## config.mk

```make
export PLATFORM = sky130hd
export DESIGN_NAME = exm_result_queue_flat
export DESIGN_NICKNAME = d
export VERILOG_FILES = /design/src/rtl/exm_result_queue_if.sv /design/src/rtl/exm_result_queue.sv /design/src/flat_wrapper.sv
export SDC_FILE = /design/constraint.sdc
export NUM_CORES = 1
export LEC_CHECK = 0
export BUFFER_PORTS_ARGS = -buffer_cell sky130_fd_sc_hd__buf_4
export CAP_MARGIN = 25
export CORE_AREA = 2 2 250 252
export CTS_BUF_LIST = sky130_fd_sc_hd__clkbuf_8
export CTS_CLUSTER_DIAMETER = 150
export DETAILED_ROUTE_END_ITERATION = 10
export DIE_AREA = 0 0 252 254
export PLACE_DENSITY = 0.59
export RECOVER_POWER = 25
export SLEW_MARGIN = 0
export SYNTH_ARGS = -nofsm -noshare
export SYNTH_HDL_FRONTEND = slang
export SYNTH_SLANG_ARGS = --single-unit
export TNS_END_PERCENT = 10
```

## constraint.sdc

```tcl
create_clock -name clk -period 2.9 [get_ports clk]
set_input_delay 0.29 -clock clk [delete_from_list [all_inputs] [get_ports clk]]
set_output_delay 0.29 -clock clk [all_outputs]
set_load 0.05 [all_outputs]
```

## src/rtl/exm_result_queue_if.sv

```systemverilog
// Write-back side of the EX/MEM result queue: head entry handshake and payload.
interface exm_result_queue_if #(
    parameter int DATA_W  = 32,
    parameter int RADDR_W = 5,
    parameter int CADDR_W = 14
);
    logic               out_valid;
    logic               out_ready;
    logic               out_gr_we;
    logic [RADDR_W-1:0] out_dest;
    logic [DATA_W-1:0]  out_data;
    logic               out_csr_wen;
    logic [CADDR_W-1:0] out_csr_addr;
    logic [DATA_W-1:0]  out_csr_wdata;
    logic [DATA_W-1:0]  out_pc;

    modport master (
        output out_valid, out_gr_we, out_dest, out_data,
               out_csr_wen, out_csr_addr, out_csr_wdata, out_pc,
        input  out_ready
    );

    modport slave (
        input  out_valid, out_gr_we, out_dest, out_data,
               out_csr_wen, out_csr_addr, out_csr_wdata, out_pc,
        output out_ready
    );
endinterface

```

## src/rtl/exm_result_queue.sv

```systemverilog
// EX/MEM-to-WB result queue: buffers completed results while WB stalls and
// forwards GPR/CSR values from queued entries and external pipeline sources.
module exm_result_queue #(
    parameter int DATA_W  = 32,
    parameter int RADDR_W = 5,
    parameter int CADDR_W = 14,
    parameter int NUM_FWD = 2,
    parameter int DEPTH   = 2
) (
    input  logic                       clk,
    input  logic                       reset,
    input  logic                       in_valid,
    input  logic                       ex_done,
    output logic                       in_ready,
    output logic                       nblock,
    input  logic                       flush,
    input  logic [RADDR_W-1:0]         rj_addr,
    input  logic [RADDR_W-1:0]         rkd_addr,
    input  logic [DATA_W-1:0]          rj_rf,
    input  logic [DATA_W-1:0]          rkd_rf,
    input  logic                       csr_use,
    input  logic [CADDR_W-1:0]         csr_raddr,
    input  logic [DATA_W-1:0]          csr_rf,
    output logic [DATA_W-1:0]          rj_value,
    output logic [DATA_W-1:0]          rkd_value,
    output logic [DATA_W-1:0]          csr_rdata,
    input  logic [NUM_FWD-1:0]         fwd_valid,
    input  logic [NUM_FWD-1:0]         fwd_gr_we,
    input  logic [NUM_FWD*RADDR_W-1:0] fwd_dest,
    input  logic [NUM_FWD*DATA_W-1:0]  fwd_data,
    input  logic [NUM_FWD-1:0]         fwd_csr_we,
    input  logic [NUM_FWD*CADDR_W-1:0] fwd_csr_addr,
    input  logic [NUM_FWD*DATA_W-1:0]  fwd_csr_data,
    input  logic                       res_gr_we,
    input  logic [RADDR_W-1:0]         res_dest,
    input  logic [DATA_W-1:0]          res_data,
    input  logic                       res_csr_wen,
    input  logic [CADDR_W-1:0]         res_csr_addr,
    input  logic [DATA_W-1:0]          res_csr_wdata,
    input  logic [DATA_W-1:0]          res_pc,
    exm_result_queue_if.master         wb,
    output logic [15:0]                blk_cycles
);

    localparam int PTR_W = (DEPTH > 1) ? $clog2(DEPTH) : 1;
    localparam int CNT_W = $clog2(DEPTH + 1);

    typedef struct packed {
        logic               gr_we;
        logic [RADDR_W-1:0] dest;
        logic [DATA_W-1:0]  data;
        logic               csr_wen;
        logic [CADDR_W-1:0] csr_addr;
        logic [DATA_W-1:0]  csr_wdata;
        logic [DATA_W-1:0]  pc;
    } entry_t;

    entry_t           mem_q [DEPTH];
    entry_t           mem_d [DEPTH];
    logic [PTR_W-1:0] wr_ptr_q, wr_ptr_d;
    logic [PTR_W-1:0] rd_ptr_q, rd_ptr_d;
    logic [CNT_W-1:0] count_q, count_d;
    logic [15:0]      blk_q, blk_d;
    logic             out_valid;
    logic             push;
    logic             pop;
    entry_t           head;
    entry_t           new_ent;
    entry_t           fwd_ent;

    function automatic logic [PTR_W-1:0] ptr_inc(input logic [PTR_W-1:0] p);
        return (p == PTR_W'(DEPTH - 1)) ? '0 : p + 1'b1;
    endfunction

    // Slot holding the k-th newest entry (k=0 is the most recent push).
    function automatic logic [PTR_W-1:0] age_idx(input logic [PTR_W-1:0] wp, input int k);
        int t;
        t = (int'(wp) + DEPTH - 1 - k) % DEPTH;
        return PTR_W'(t);
    endfunction

    assign out_valid = (count_q != '0);
    assign in_ready  = (count_q < CNT_W'(DEPTH));
    assign nblock    = !in_valid | (ex_done & in_ready);
    assign push      = in_valid & ex_done & in_ready & !flush;
    assign pop       = out_valid & wb.out_ready & !flush;

    assign new_ent = '{gr_we: res_gr_we, dest: res_dest, data: res_data,
                       csr_wen: res_csr_wen, csr_addr: res_csr_addr,
                       csr_wdata: res_csr_wdata, pc: res_pc};

    always_comb begin
        wr_ptr_d = wr_ptr_q;
        rd_ptr_d = rd_ptr_q;
        count_d  = count_q;
        mem_d    = mem_q;
        if (flush) begin
            wr_ptr_d = '0;
            rd_ptr_d = '0;
            count_d  = '0;
        end else begin
            if (push) begin
                mem_d[wr_ptr_q] = new_ent;
                wr_ptr_d        = ptr_inc(wr_ptr_q);
            end
            if (pop) begin
                rd_ptr_d = ptr_inc(rd_ptr_q);
            end
            if (push && !pop) begin
                count_d = count_q + 1'b1;
            end else if (pop && !push) begin
                count_d = count_q - 1'b1;
            end
        end
    end

    always_comb begin
        blk_d = blk_q;
        if (in_valid && !nblock && (blk_q != 16'hFFFF)) begin
            blk_d = blk_q + 16'd1;
        end
    end

    always_ff @(posedge clk) begin
        if (reset) begin
            wr_ptr_q <= '0;
            rd_ptr_q <= '0;
            count_q  <= '0;
            blk_q    <= '0;
            for (int i = 0; i < DEPTH; i++) begin
                mem_q[i] <= '0;
            end
        end else begin
            wr_ptr_q <= wr_ptr_d;
            rd_ptr_q <= rd_ptr_d;
            count_q  <= count_d;
            blk_q    <= blk_d;
            for (int i = 0; i < DEPTH; i++) begin
                mem_q[i] <= mem_d[i];
            end
        end
    end

    // Lowest priority is applied first so later (higher priority) matches overwrite.
    always_comb begin
        rj_value  = rj_rf;
        rkd_value = rkd_rf;
        csr_rdata = csr_rf;
        fwd_ent   = '0;
        for (int i = NUM_FWD - 1; i >= 0; i--) begin
            if (fwd_valid[i] && fwd_gr_we[i]) begin
                if ((rj_addr != '0) && (fwd_dest[i*RADDR_W +: RADDR_W] == rj_addr)) begin
                    rj_value = fwd_data[i*DATA_W +: DATA_W];
                end
                if ((rkd_addr != '0) && (fwd_dest[i*RADDR_W +: RADDR_W] == rkd_addr)) begin
                    rkd_value = fwd_data[i*DATA_W +: DATA_W];
                end
            end
            if (csr_use && fwd_valid[i] && fwd_csr_we[i]
                && (fwd_csr_addr[i*CADDR_W +: CADDR_W] == csr_raddr)) begin
                csr_rdata = fwd_csr_data[i*DATA_W +: DATA_W];
            end
        end
        for (int k = DEPTH - 1; k >= 0; k--) begin
            if (k < int'(count_q)) begin
                fwd_ent = mem_q[age_idx(wr_ptr_q, k)];
                if (fwd_ent.gr_we) begin
                    if ((rj_addr != '0) && (fwd_ent.dest == rj_addr)) begin
                        rj_value = fwd_ent.data;
                    end
                    if ((rkd_addr != '0) && (fwd_ent.dest == rkd_addr)) begin
                        rkd_value = fwd_ent.data;
                    end
                end
                if (csr_use && fwd_ent.csr_wen && (fwd_ent.csr_addr == csr_raddr)) begin
                    csr_rdata = fwd_ent.csr_wdata;
                end
            end
        end
    end

    assign head              = mem_q[rd_ptr_q];
    assign wb.out_valid      = out_valid;
    assign wb.out_gr_we      = head.gr_we;
    assign wb.out_dest       = head.dest;
    assign wb.out_data       = head.data;
    assign wb.out_csr_wen    = head.csr_wen;
    assign wb.out_csr_addr   = head.csr_addr;
    assign wb.out_csr_wdata  = head.csr_wdata;
    assign wb.out_pc         = head.pc;
    assign blk_cycles        = blk_q;

endmodule
```

## src/flat_wrapper.sv

```systemverilog
// flat-port wrapper written by rule: the top's interface ports become plain ports
module exm_result_queue_flat 
#(
    parameter int DATA_W  = 32,
    parameter int RADDR_W = 5,
    parameter int CADDR_W = 14,
    parameter int NUM_FWD = 2,
    parameter int DEPTH   = 2
)
  (clk, reset, in_valid, ex_done, in_ready, nblock, flush, rj_addr, rkd_addr, rj_rf, rkd_rf, csr_use, csr_raddr, csr_rf, rj_value, rkd_value, csr_rdata, fwd_valid, fwd_gr_we, fwd_dest, fwd_data, fwd_csr_we, fwd_csr_addr, fwd_csr_data, res_gr_we, res_dest, res_data, res_csr_wen, res_csr_addr, res_csr_wdata, res_pc, blk_cycles, wb_out_valid, wb_out_gr_we, wb_out_dest, wb_out_data, wb_out_csr_wen, wb_out_csr_addr, wb_out_csr_wdata, wb_out_pc, wb_out_ready);
  exm_result_queue_if #(.DATA_W(DATA_W), .RADDR_W(RADDR_W), .CADDR_W(CADDR_W)) wb_i ();
  input  logic clk;
  input  logic reset;
  input  logic in_valid;
  input  logic ex_done;
  output logic in_ready;
  output logic nblock;
  input  logic flush;
  input  logic [RADDR_W-1:0] rj_addr;
  input  logic [RADDR_W-1:0] rkd_addr;
  input  logic [DATA_W-1:0] rj_rf;
  input  logic [DATA_W-1:0] rkd_rf;
  input  logic csr_use;
  input  logic [CADDR_W-1:0] csr_raddr;
  input  logic [DATA_W-1:0] csr_rf;
  output logic [DATA_W-1:0] rj_value;
  output logic [DATA_W-1:0] rkd_value;
  output logic [DATA_W-1:0] csr_rdata;
  input  logic [NUM_FWD-1:0] fwd_valid;
  input  logic [NUM_FWD-1:0] fwd_gr_we;
  input  logic [NUM_FWD*RADDR_W-1:0] fwd_dest;
  input  logic [NUM_FWD*DATA_W-1:0] fwd_data;
  input  logic [NUM_FWD-1:0] fwd_csr_we;
  input  logic [NUM_FWD*CADDR_W-1:0] fwd_csr_addr;
  input  logic [NUM_FWD*DATA_W-1:0] fwd_csr_data;
  input  logic res_gr_we;
  input  logic [RADDR_W-1:0] res_dest;
  input  logic [DATA_W-1:0] res_data;
  input  logic res_csr_wen;
  input  logic [CADDR_W-1:0] res_csr_addr;
  input  logic [DATA_W-1:0] res_csr_wdata;
  input  logic [DATA_W-1:0] res_pc;
  output logic [15:0] blk_cycles;
  output wire logic [$bits(wb_i.out_valid)-1:0] wb_out_valid;
  output wire logic [$bits(wb_i.out_gr_we)-1:0] wb_out_gr_we;
  output wire logic [$bits(wb_i.out_dest)-1:0] wb_out_dest;
  output wire logic [$bits(wb_i.out_data)-1:0] wb_out_data;
  output wire logic [$bits(wb_i.out_csr_wen)-1:0] wb_out_csr_wen;
  output wire logic [$bits(wb_i.out_csr_addr)-1:0] wb_out_csr_addr;
  output wire logic [$bits(wb_i.out_csr_wdata)-1:0] wb_out_csr_wdata;
  output wire logic [$bits(wb_i.out_pc)-1:0] wb_out_pc;
  input wire logic [$bits(wb_i.out_ready)-1:0] wb_out_ready;
  assign wb_out_valid = wb_i.out_valid;
  assign wb_out_gr_we = wb_i.out_gr_we;
  assign wb_out_dest = wb_i.out_dest;
  assign wb_out_data = wb_i.out_data;
  assign wb_out_csr_wen = wb_i.out_csr_wen;
  assign wb_out_csr_addr = wb_i.out_csr_addr;
  assign wb_out_csr_wdata = wb_i.out_csr_wdata;
  assign wb_out_pc = wb_i.out_pc;
  assign wb_i.out_ready = wb_out_ready;
  exm_result_queue #(.DATA_W(DATA_W), .RADDR_W(RADDR_W), .CADDR_W(CADDR_W), .NUM_FWD(NUM_FWD), .DEPTH(DEPTH)) u_core (.clk(clk), .reset(reset), .in_valid(in_valid), .ex_done(ex_done), .in_ready(in_ready), .nblock(nblock), .flush(flush), .rj_addr(rj_addr), .rkd_addr(rkd_addr), .rj_rf(rj_rf), .rkd_rf(rkd_rf), .csr_use(csr_use), .csr_raddr(csr_raddr), .csr_rf(csr_rf), .rj_value(rj_value), .rkd_value(rkd_value), .csr_rdata(csr_rdata), .fwd_valid(fwd_valid), .fwd_gr_we(fwd_gr_we), .fwd_dest(fwd_dest), .fwd_data(fwd_data), .fwd_csr_we(fwd_csr_we), .fwd_csr_addr(fwd_csr_addr), .fwd_csr_data(fwd_csr_data), .res_gr_we(res_gr_we), .res_dest(res_dest), .res_data(res_data), .res_csr_wen(res_csr_wen), .res_csr_addr(res_csr_addr), .res_csr_wdata(res_csr_wdata), .res_pc(res_pc), .wb(wb_i), .blk_cycles(blk_cycles));
endmodule
```

==> flow_summary_export.csv, run 1 <==
group,metric,value,unit
sta,period_minus_slack,3.54,ns
power_and_ir_drop,p_leak,10.3,nW
power_and_ir_drop,combPwrFrac,23.9,%
logic_synthesis,synth_cell_types,54,
setup_path,cp_data_required_time,2.61,ns
logic_synthesis,synth-edff-count,0,
placement,io_buffers,647,
power_and_ir_drop,pwr_density_cell,381,nW/um^2
global_route,grt_overflow,0,
sta,hold_violations,0,
floorplanning,core-area,61300,sq um
power_and_ir_drop,internal_power,6.63,mW
sta,finalClockSkew,0.0433,ns
drt,avgRoutedWirePerCell,20.0,um
sta,holdWs,0.188,ns
final_layout,instances_no_fill,3518,
power_and_ir_drop,ir_worst_vdd,0.331,mV
global_route,grt.total_usage,20.6,%
final_layout,finalInstanceArea,24900,sq um
placement,place_ws,-0.488,ns
logic_synthesis,synthesis.nets,2353,
setup_path,path_common_cell,"buf_4",
global_route,grt_pass1_vias,17842,
sta,fmax,282,MHz
floorplanning,floorplan.initialDensity,26.4,%
floorplanning,pin_count,648,
setup_path,cp_max_fo,22,
sta,timing.final.crit_share,122,%
final_layout,final_common_cell,"buf_4",
logic_synthesis,syn-cell-area,16200,sq um
outcome,outcome,"finished, violations left",
drt,first_pass_iters,7,
clock_network,clock-root-buffer,"clkbuf_8",
floorplanning,num_rows,91,
clock_network,cts_sinks,254,
setup_path,critPathMaxStageDelay,0.54,ns
clock_network,htree_num_levels,2,
setup_path,critPathLaunchType,"flop",
clock_network,clk_latency,0.60,ns
sta,worst_slew_pin_slew,0.916,ns
final_layout,fillers,6152,
power_and_ir_drop,power_switching,2.87,mW
final_layout,layout_common_cells,"buf_4, nand2_1, dfxtp_1, a21oi_1, mux2_2",
placement,hpwlAfterDp,52.2,mm
setup_path,cp.arrival,3.25,ns
setup_path,path_cells,"buf_4 -> mux2i_4 -> buf_4 -> xnor2_1 -> or4_1 -> nor3_2 -> a31oi_4 -> buf_12 -> nand2_1 -> o221a_1 -> buf_4",
drt,drt.antenna.violating_nets,0,
sta,setup_viol,96,
logic_synthesis,synthCells,1933,
logic_synthesis,synth_async_sr_flop_share,0,%
global_route,grt_max_degree,113,
sta,slew_headroom,38.5,%
clock_network,tritoncts,"built",
drt,drtIter0Drc,812,
power_and_ir_drop,sw_frac_of_total,30.2,%
logic_synthesis,ys_warn_count,0,
setup_path,cp_slowest_cell,"or4_1",
sta,rsz0062_at_grt,"yes",
logic_synthesis,postSynthAreaPerCell,8.37,sq um
floorplanning,die_x,252,um
final_layout,layout.nets,3107,
sta,drv_slew,0,
setup_path,end_kind,"primary output",
floorplanning,dieArea,64000,sq um
worst_hold_path,hold_path.class,"in2reg",
placement,place_area,22200,sq um
power_and_ir_drop,power.total,9.49,mW
flow_run,drv_cap,0,
clock_network,cts.path.max_buffers,3,
clock_network,clk_pin_slew_worst_paths,0.06,ns
clock_network,cts_inserted_buffers,48,
sta,worst_slack,-0.642,ns
drt,wl,70.2,mm
placement,dp_cells,3297,
drt,viasPerCell,4.95,
logic_synthesis,synth_flop_cell,"dfxtp_1",
logic_synthesis,yosysSeqAreaShare,31.4,%
final_layout,area_growth,53.7,%
final_layout,drive_gt1_share,42.0,%
placement,finalWeightedCongestion,0.926,
logic_synthesis,synth-seq-cells,254,
global_route,antenna_found_initial,9,
drt,vias,17417,
drt,drc,0,
power_and_ir_drop,seqPwrFrac,38.1,%
setup_path,worstSetupPathType,"reg2out",
floorplanning,die_h,254,um
outcome,violations,"negative setup slack",
power_and_ir_drop,clockPowerShare,38.1,%
global_route,grt_pass1_wl,104,mm
[power by group through the flow]
stage | logic (mW) | registers, mW | clock network, mW
final | 2.27 | 3.61 | 3.61
after floorplan | 1.13 | 3.67 | 0
after CTS | 2.27 | 3.61 | 3.76
after global routing | 2.39 | 3.62 | 3.88
after detailed placement | 2.06 | 3.69 | 0
after global placement | 2.04 | 3.68 | 0
[logic make-up after synthesis]
logic type	Yosys count	share of synthesized area [%]
muxes	354	23.7
adders and majority gates	4	0.309
and+or+nand+nor	695	18.4
buffers and inverters	166	5.50
AOI/OAI and AO/OA	352	14.9
xor gates and xnor gates	108	5.84
DFF	254	31.4
[synth_stat cells, types with 4 or more instances]
cell type	number	share of area, %
a21oi_1	239	7.4
and3_1	4	0.15
buf_1	6	0.14
buf_2	16	0.49
buf_4	6	0.28
buf_6	18	1.3
buf_8	5	0.46
clkbuf_1	104	2.4
dfxtp_1	254	31
ha_1	4	0.31
inv_1	7	0.16
mux2_1	23	1.6
mux2_2	195	14
mux2i_1	134	8.3
nand2_1	526	12
nand2_2	48	1.9
nand3_1	14	0.43
nand4_1	9	0.35
nor2_1	30	0.70
nor3_1	20	0.62
nor4_1	14	0.54
o21ai_0	7	0.22
o221a_1	69	4.8
o221a_2	25	1.7
or3_1	4	0.15
xnor2_1	68	3.7
xor2_1	40	2.2
[repair_timing]
action	CTS	global route
buffers inserted	9	1
hold buffers	118	0
endpoints found under the hold margin	238	0
endpoints found under the setup margin	96	96
resized for setup	85	11
pin swaps	3	7
cloned	2	0
[cell type report]
type,instances,area [sq um],share of cell area (%)
clock buffer,59,812,3.26
antenna,5,12.5,0.0503
sequential,254,5090,20.5
multi-input combinational,1514,10400,41.8
clock inverter,27,174,0.699
tap,790,988,3.97
timing repair buffer,861,7360,29.6
inverter,8,33.8,0.136
[worst max-delay path: cells and delay by family, from the launching register on]
kind            cells  cell delay (ns)
compound gates      2             0.32
xor+xnor            1             0.07
buf+inv             4             0.72
flops               1             0.45
mux                 1             0.25
simple gates        3             0.81
[per-layer routing]
metal  GRT usage (%)  vias to the layer above  part of all wire, %  wire [um]
li1                -                     8273                    -          -
met1            24.1                     8323                   41      28400
met2            36.0                      666                   49      34600
met3            4.92                      149                  6.7       4730
met4            8.47                        6                  3.5       2430
met5               0                        -                0.054         38
[registers in the layout, summed over array words and instances (netlist names)]
register / count
u_core.rd_ptr_q: 1
u_core.blk_cycles: 16
u_core.mem_q: 234
u_core.wr_ptr_q: 1
u_core.count_q: 2
[stage by stage]
stage          setup TNS [ns]  utilization [%]
2_1_floorplan          -0.305                -
3_3_place_gp           -12.65             36.3
3_5_place_dp           -18.89             36.3
4_1_cts                -66.09             40.7
5_1_grt                -82.87             40.6
6_report               -55.79             40.6
[final timing paths]
kind | slack [ns] | end | cells past startpoint | startpoint
hold / removal | 0.19 | u_core.rd_ptr_q$_SDFFE_PP0P_ | 4 | wb_out_ready
setup / recovery | -0.64 | rj_value[13] | 11 | u_core.wr_ptr_q$_SDFFE_PP0P_
hold reg to reg | 0.45 | u_core.mem_q[147]$_SDFFE_PP0P_ | 2 | u_core.mem_q[147]$_SDFFE_PP0P_
setup reg to reg | 0.07 | u_core.mem_q[20]$_SDFFE_PP0P_ | 7 | u_core.count_q[1]$_SDFFE_PP0P_
(Power assumes the default switching activity.)
==> run 2: changes to the inputs <==
- ABC_AREA: not set -> 1
- PLACE_DENSITY: 0.59 -> 0.64
==> run 2 against run 1 <==
The run still ends with negative setup slack left. Synthesized cell count is 75% higher. Worst setup slack better by 0.44 ns. Largest cell class unchanged. Combinational power increased by 27%. Critical endpoint is now csr_rdata[12]. Highest routed layer unchanged. Design area up 17%. Critical path type unchanged. Hold slack got worse by 0.12 ns. Sequential power grew 1%. Non-clock buffer count up 32.
==> flow_summary_export.csv, run 2 <==
group,metric,value,unit
drt,drt.antenna.violating_nets,0,
worst_hold_path,min-delay-start,"flush",
sta,setup_viol,96,
sta,worst_slew_pin_slew,1.11,ns
sta,finalSetupTns,-13.73,ns
global_route,grt_max_degree,101,
global_route,antenna_found_initial,10,
sta,period_minus_slack,3.10,ns
setup_path,ff2ff_setup_slack,0.12,ns
final_layout,finalInstanceArea,29200,sq um
global_route,grt_overflow,0,
sta,worst_slack,-0.198,ns
sta,drv_slew,0,
power_and_ir_drop,p_leak,12.9,nW
floorplanning,num_rows,91,
placement,dp_cells,4649,
flow_run,drv_cap,0,
logic_synthesis,postSynthAreaPerCell,5.60,sq um
logic_synthesis,synth_top_area_cell,"dfxtp_1",
logic_synthesis,synth-seq-cells,254,
logic_synthesis,synthCells,3379,
clock_network,clk_pin_slew_worst_paths,0.06,ns
logic_synthesis,ys_warn_count,0,
final_layout,top_register,"u_core.mem_q",
logic_synthesis,synth_most_common_cell,"nand2_1",
sta,hold_violations,0,
global_route,grt_pass1_vias,22586,
global_route,grt_pass1_wl,127,mm
setup_path,regToRegStartpoint,"u_core.count_q[1]$_SDFFE_PP0P_",
final_layout,layout.nets,4511,
global_route,grt.total_usage,25.1,%
clock_network,cts.path.max_buffers,3,
placement,place_area,25000,sq um
clock_network,tritoncts,"built",
final_layout,instances_no_fill,4910,
logic_synthesis,yosysSeqAreaShare,26.9,%
clock_network,cts_inserted_buffers,50,
final_layout,drive_gt1_share,27.2,%
sta,timing.final.crit_share,107,%
final_layout,final_util,47.7,%
outcome,violations,"negative setup slack",
worst_hold_path,hold_path.class,"in2reg",
power_and_ir_drop,ir_worst_vdd,0.265,mV
floorplanning,dieArea,64000,sq um
logic_synthesis,syn-cell-area,18900,sq um
setup_path,cp.arrival,2.81,ns
setup_path,cp_data_required_time,2.61,ns
worst_hold_path,whs_path_depth,4,
floorplanning,core-area,61300,sq um
sta,fmax,323,MHz
sta,holdWs,0.0661,ns
worst_hold_path,worstHoldEndpoint,"u_core.wr_ptr_q$_SDFFE_PP0P_",
drt,wl,91.2,mm
floorplanning,pin_count,648,
setup_path,cp_max_fo,16,
setup_path,worstRegToRegCells,9,
drt,first_pass_iters,6,
drt,avgRoutedWirePerCell,18.6,um
drt,drc,0,
floorplanning,die_h,254,um
logic_synthesis,synth_async_sr_flop_share,0,%
final_layout,final_common_cell,"nand2_1",
logic_synthesis,synth_top_area_share,26.9,%
logic_synthesis,yosys-top-cells-count,"nand2_1, o21ai_0, inv_1, nand3_1, nor2_1",
clock_network,cts_sinks,254,
setup_path,critPathLaunchType,"flop",
logic_synthesis,synth_area_leaders,"dfxtp_1, nand2_1, o21ai_0",
drt,vias,25241,
sta,slew_headroom,25.7,%
setup_path,worstSetupPathType,"reg2out",
final_layout,layout_common_cells,"nand2_1, buf_4, o21ai_0, inv_1, nand3_1",
clock_network,clk_latency,0.61,ns
setup_path,rr_endpoint,"u_core.mem_q[145]$_SDFFE_PP0P_",
drt,drtIter0Drc,2325,
power_and_ir_drop,pwr_density_cell,346,nW/um^2
sta,rsz0062_at_grt,"yes",
logic_synthesis,synthesis.nets,3799,
outcome,outcome,"finished, violations left",
placement,finalWeightedCongestion,0.958,
final_layout,area_growth,54.4,%
sta,finalClockSkew,0.0369,ns
placement,hpwlAfterDp,61.2,mm
drt,viasPerCell,5.14,
clock_network,htree_num_levels,2,
logic_synthesis,synth_flop_cell,"dfxtp_1",
placement,io_buffers,647,
floorplanning,floorplan.initialDensity,30.9,%
logic_synthesis,synth-edff-count,0,
clock_network,clock-root-buffer,"clkbuf_8",
logic_synthesis,synth_cell_types,36,
setup_path,end_kind,"primary output",
final_layout,largest_reg_flops,234,
floorplanning,die_x,252,um
## run 2: cell count changes in the layout (fill, tap and decap cells not counted), moves of 62 or more
cell | previous run | this run
nand2_1 | 523 | 826
mux2_2 | 194 | 0
o21ai_0 | 7 | 457
nor2_2 | 1 | 63
inv_1 | 20 | 371
nor2_1 | 30 | 245
nand3_1 | 14 | 342
mux2i_1 | 126 | 0
buf_4 | 628 | 552
## run 2: worst max-delay path by stage
stage	from	endpoint	cells after the start
global route	u_core.wr_ptr_q$_SDFFE_PP0P_	rkd_value[2]	14
global placement	u_core.count_q[1]$_SDFFE_PP0P_	csr_rdata[8]	15
CTS	u_core.wr_ptr_q$_SDFFE_PP0P_	rkd_value[15]	12
detailed placement	u_core.count_q[1]$_SDFFE_PP0P_	csr_rdata[8]	15
finish	u_core.wr_ptr_q$_SDFFE_PP0P_	csr_rdata[12]	15
floorplan	u_core.count_q[1]$_SDFFE_PP0P_	rj_value[31]	11
## run 2: metal layers
layer	vias to the layer above	wire, um	GRT usage [%]
met5	-	88	0
met4	14	4570	11.6
met3	303	7780	5.26
met2	1225	41100	41.1
met1	11432	37700	31.6
li1	12267	-	-
## run 2: per-stage QoR
step,worst slack (ns),power (mW)
finish,-0.198,10.1
global route,-0.325,10.6
CTS,-0.278,10.1
detailed placement,0.261,6.26
global placement,0.302,6.25
floorplan,-0.148,5.15
## run 2: cell families (layout without fill, tap and decap cells)
logic type	Yosys count	after routing	share of synthesized area [%]
fa+ha+maj	4	4	0.264
simple gates	1668	1669	36.6
buf+inv	609	1345	12.9
compound gates	810	810	21.7
xor+xnor	34	34	1.57
flops	254	254	26.9
other cells	0	4	0
## run 2: repair_timing
| action | 4_1_cts | 5_1_grt |
|---|---|---|
| endpoints found under the hold margin | 235 | 0 |
| gates resized for setup | 153 | 245 |
| gates cloned | 6 | 26 |
| pin swaps | 43 | 92 |
| setup endpoints to repair | 96 | 96 |
| buffers inserted | 7 | 25 |
| hold buffers | 119 | 0 |
## run 2: final cells by class
| cell class | count | area, sq um |
|---|---|---|
| clock inverters | 20 | 141 |
| well taps | 790 | 988 |
| multi-input cells | 2517 | 12400 |
| flip-flops and latches | 254 | 5090 |
| repair buffers | 893 | 8340 |
| fillers | 6406 | 32000 |
| inverters | 373 | 1450 |
| repair inverters | 2 | 28.8 |
| diodes | 4 | 10.0 |
| clock buffers | 57 | 785 |
## run 2: where the power goes
part | internal [mW] | leakage (nW) | switching [mW] | total [mW]
clock network | 1.94 | 0.517 | 1.63 | 3.57
registers | 3.59 | 2.06 | 0.0640 | 3.66
logic | 1.13 | 10.3 | 1.75 | 2.88
total | 6.66 | 12.9 | 3.44 | 10.1
## run 2: critical path, stage by stage (launching register included)
cell	delay (ns)
dfxtp_4	0.43
buf_12	0.18
clkbuf_16	0.18
nand2_1	0.08
o21ai_2	0.07
nor2_1	0.07
nor2_2	0.16
nand3_2	0.10
nor2_4	0.18
nand2_8	0.12
clkbuf_16	0.21
nand2_1	0.08
inv_1	0.04
nand2_1	0.07
nand2_2	0.06
buf_8	0.15
==> run 3: changes to the inputs <==
- PLACE_DENSITY: 0.64 -> 0.51
==> run 3 against run 2 <==
The flow still finishes with violations (negative setup slack). Sequential share of layout area up 0.29 points. Maximum frequency up 0.60%. Utilization down 0.75 points. Cell count up 0.29%. Highest routed layer unchanged. Count of clock-buffer cells in the layout up 12. Non-clock buffer count down 8. Register-to-register slack worse by 0.13 ns. Combinational power down 2%. Largest power group is now clock. Critical path depth down 2. Clock skew up 0.0028 ns. Sequential cell count unchanged.
==> flow_summary_export.csv, run 3 (synthesized netlist as in run 2, its figures left out) <==
group,metric,value,unit
sta,rsz0062_at_grt,"yes",
placement,finalWeightedCongestion,0.911,
final_layout,top_register,"u_core.mem_q",
sta,worst_slew_pin_slew,1.16,ns
setup_path,end_kind,"primary output",
global_route,grt.total_usage,26.3,%
setup_path,critPathBufInv,5,
setup_path,critPathLaunchType,"flop",
worst_hold_path,hold_path.class,"in2reg",
final_layout,area_growth,51.9,%
setup_path,path_common_cell,"nand2_1",
drt,avgRoutedWirePerCell,18.1,um
clock_network,clk_latency,0.64,ns
power_and_ir_drop,seqPwrFrac,34.5,%
setup_path,cp.arrival,2.79,ns
clock_network,cts.path.max_buffers,3,
setup_path,worstSetupPathType,"reg2out",
power_and_ir_drop,combPwrFrac,26.7,%
clock_network,clk_pin_slew_worst_paths,0.05,ns
final_layout,instances_no_fill,4924,
power_and_ir_drop,ir_worst_vdd,0.332,mV
sta,setup_viol,101,
clock_network,cts_sinks,254,
clock_network,tritoncts,"built",
placement,io_buffers,647,
drt,first_pass_iters,6,
floorplanning,pin_count,648,
setup_path,critPathMaxStageDelay,0.45,ns
final_layout,final_common_cell,"nand2_1",
placement,place_area,24800,sq um
outcome,violations,"negative setup slack",
floorplanning,num_rows,91,
power_and_ir_drop,power.total,10.6,mW
drt,viasPerCell,4.93,
floorplanning,die_h,254,um
final_layout,largest_reg_flops,234,
flow_run,drv_cap,0,
sta,finalClockSkew,0.0397,ns
drt,drtIter0Drc,1615,
floorplanning,die_x,252,um
setup_path,critical-path-top-delay-family,"buffers and inverters",
clock_network,clock-root-buffer,"clkbuf_8",
global_route,grt_max_degree,104,
power_and_ir_drop,clockPowerShare,38.8,%
final_layout,final_util,46.9,%
sta,slew_headroom,22.4,%
power_and_ir_drop,p_leak,12.9,nW
floorplanning,floorplan.initialDensity,30.9,%
drt,wl,89.2,mm
floorplanning,dieArea,64000,sq um
sta,period_minus_slack,3.08,ns
setup_path,cp_data_required_time,2.61,ns
clock_network,cts_inserted_buffers,52,
sta,finalSetupTns,-10.35,ns
final_layout,layout_common_cells,"nand2_1, buf_4, o21ai_0, inv_1, nand3_1",
setup_path,cp_slowest_cell,"dfxtp_4",
final_layout,finalInstanceArea,28700,sq um
final_layout,layout.nets,4505,
floorplanning,core-area,61300,sq um
sta,timing.final.crit_share,106,%
setup_path,cp_max_fo,17,
drt,drc,0,
drt,vias,24265,
power_and_ir_drop,pwr_density_cell,369,nW/um^2
placement,dp_cells,4638,
global_route,grt_pass1_vias,22701,
final_layout,drive_gt1_share,24.7,%
outcome,outcome,"finished, violations left",
sta,worst_slack,-0.179,ns
placement,place_ws,0.252,ns
global_route,grt_overflow,0,
sta,drv_slew,0,
placement,hpwlAfterDp,63.8,mm
sta,holdWs,0.159,ns
final_layout,fillers,6625,
global_route,grt_pass1_wl,132,mm
power_and_ir_drop,internal_power,7.03,mW
global_route,antenna_found_initial,14,
sta,fmax,325,MHz
sta,hold_violations,0,
setup_path,path_cells,"buf_12 -> buf_16 -> nand2_1 -> o21ai_2 -> nand2_1 -> nand2_2 -> nor2_4 -> nand3_4 -> buf_6 -> bufbuf_16 -> nand3_1 -> a21oi_1 -> buf_4",
power_and_ir_drop,power_switching,3.57,mW
power_and_ir_drop,sw_frac_of_total,33.7,%
drt,drt.antenna.violating_nets,0,
clock_network,htree_num_levels,2,
==> run 3: worst register-to-register path, stage by stage, from the launching register on <==
cell and delay, ns:
dfxtp_2 0.32, inv_1 0.09, clkbuf_1 0.19, nand2_1 0.09, nor2_1 0.48, nand2_4 0.08, clkbuf_4 0.66, nand2_1 0.25
a21oi_1 0.08, dlygate4sd3_1 0.58
==> run 3: routing by layer <==
layer  GRT usage, %  wire [um]
met5              0         76
met4           9.50       2840
met3           4.52       5660
met2           45.0      42600
met1           33.2      38100
==> run 3: final timing paths <==
check	from	endpoint	slack, ns	cells after the start
hold / removal	in_valid	u_core.wr_ptr_q$_SDFFE_PP0P_	0.16	5
setup reg to reg	u_core.count_q[1]$_SDFFE_PP0P_	u_core.mem_q[12]$_SDFFE_PP0P_	-0.01	9
setup / recovery	u_core.wr_ptr_q$_SDFFE_PP0P_	rkd_value[31]	-0.18	13
hold reg to reg	u_core.mem_q[127]$_SDFFE_PP0P_	u_core.mem_q[127]$_SDFFE_PP0P_	0.44	2
==> run 3: what timing repair did <==
action                                  4_1_cts  5_1_grt
hold buffers                                142        0
gates resized for setup                     216       38
buffers inserted                             21        2
hold endpoints to repair                    237        0
pin swaps                                    52       34
endpoints found under the setup margin       96       96
gates cloned                                 14        5
==> run 3: power by group through the flow <==
stage | clock (mW) | sequential [mW] | combinational, mW
floorplan | 0 | 3.72 | 1.44
global placement | 0 | 3.73 | 2.55
detailed placement | 0 | 3.73 | 2.55
CTS | 4.25 | 3.65 | 2.83
global route | 4.39 | 3.67 | 3.03
finish | 4.12 | 3.66 | 2.83
==> run 3: layout make-up <==
class / instances / area [sq um] / share of cell area, %
diodes: 8 / 20.0 / 0.0696
clock buffers: 69 / 950 / 3.30
clock inverters: 26 / 200 / 0.696
inverters: 373 / 1430 / 4.97
multi-input cells: 2517 / 11900 / 41.5
flip-flops and latches: 254 / 5090 / 17.7
well taps: 790 / 988 / 3.44
repair buffers: 885 / 8120 / 28.3
repair inverters: 2 / 25.0 / 0.0870
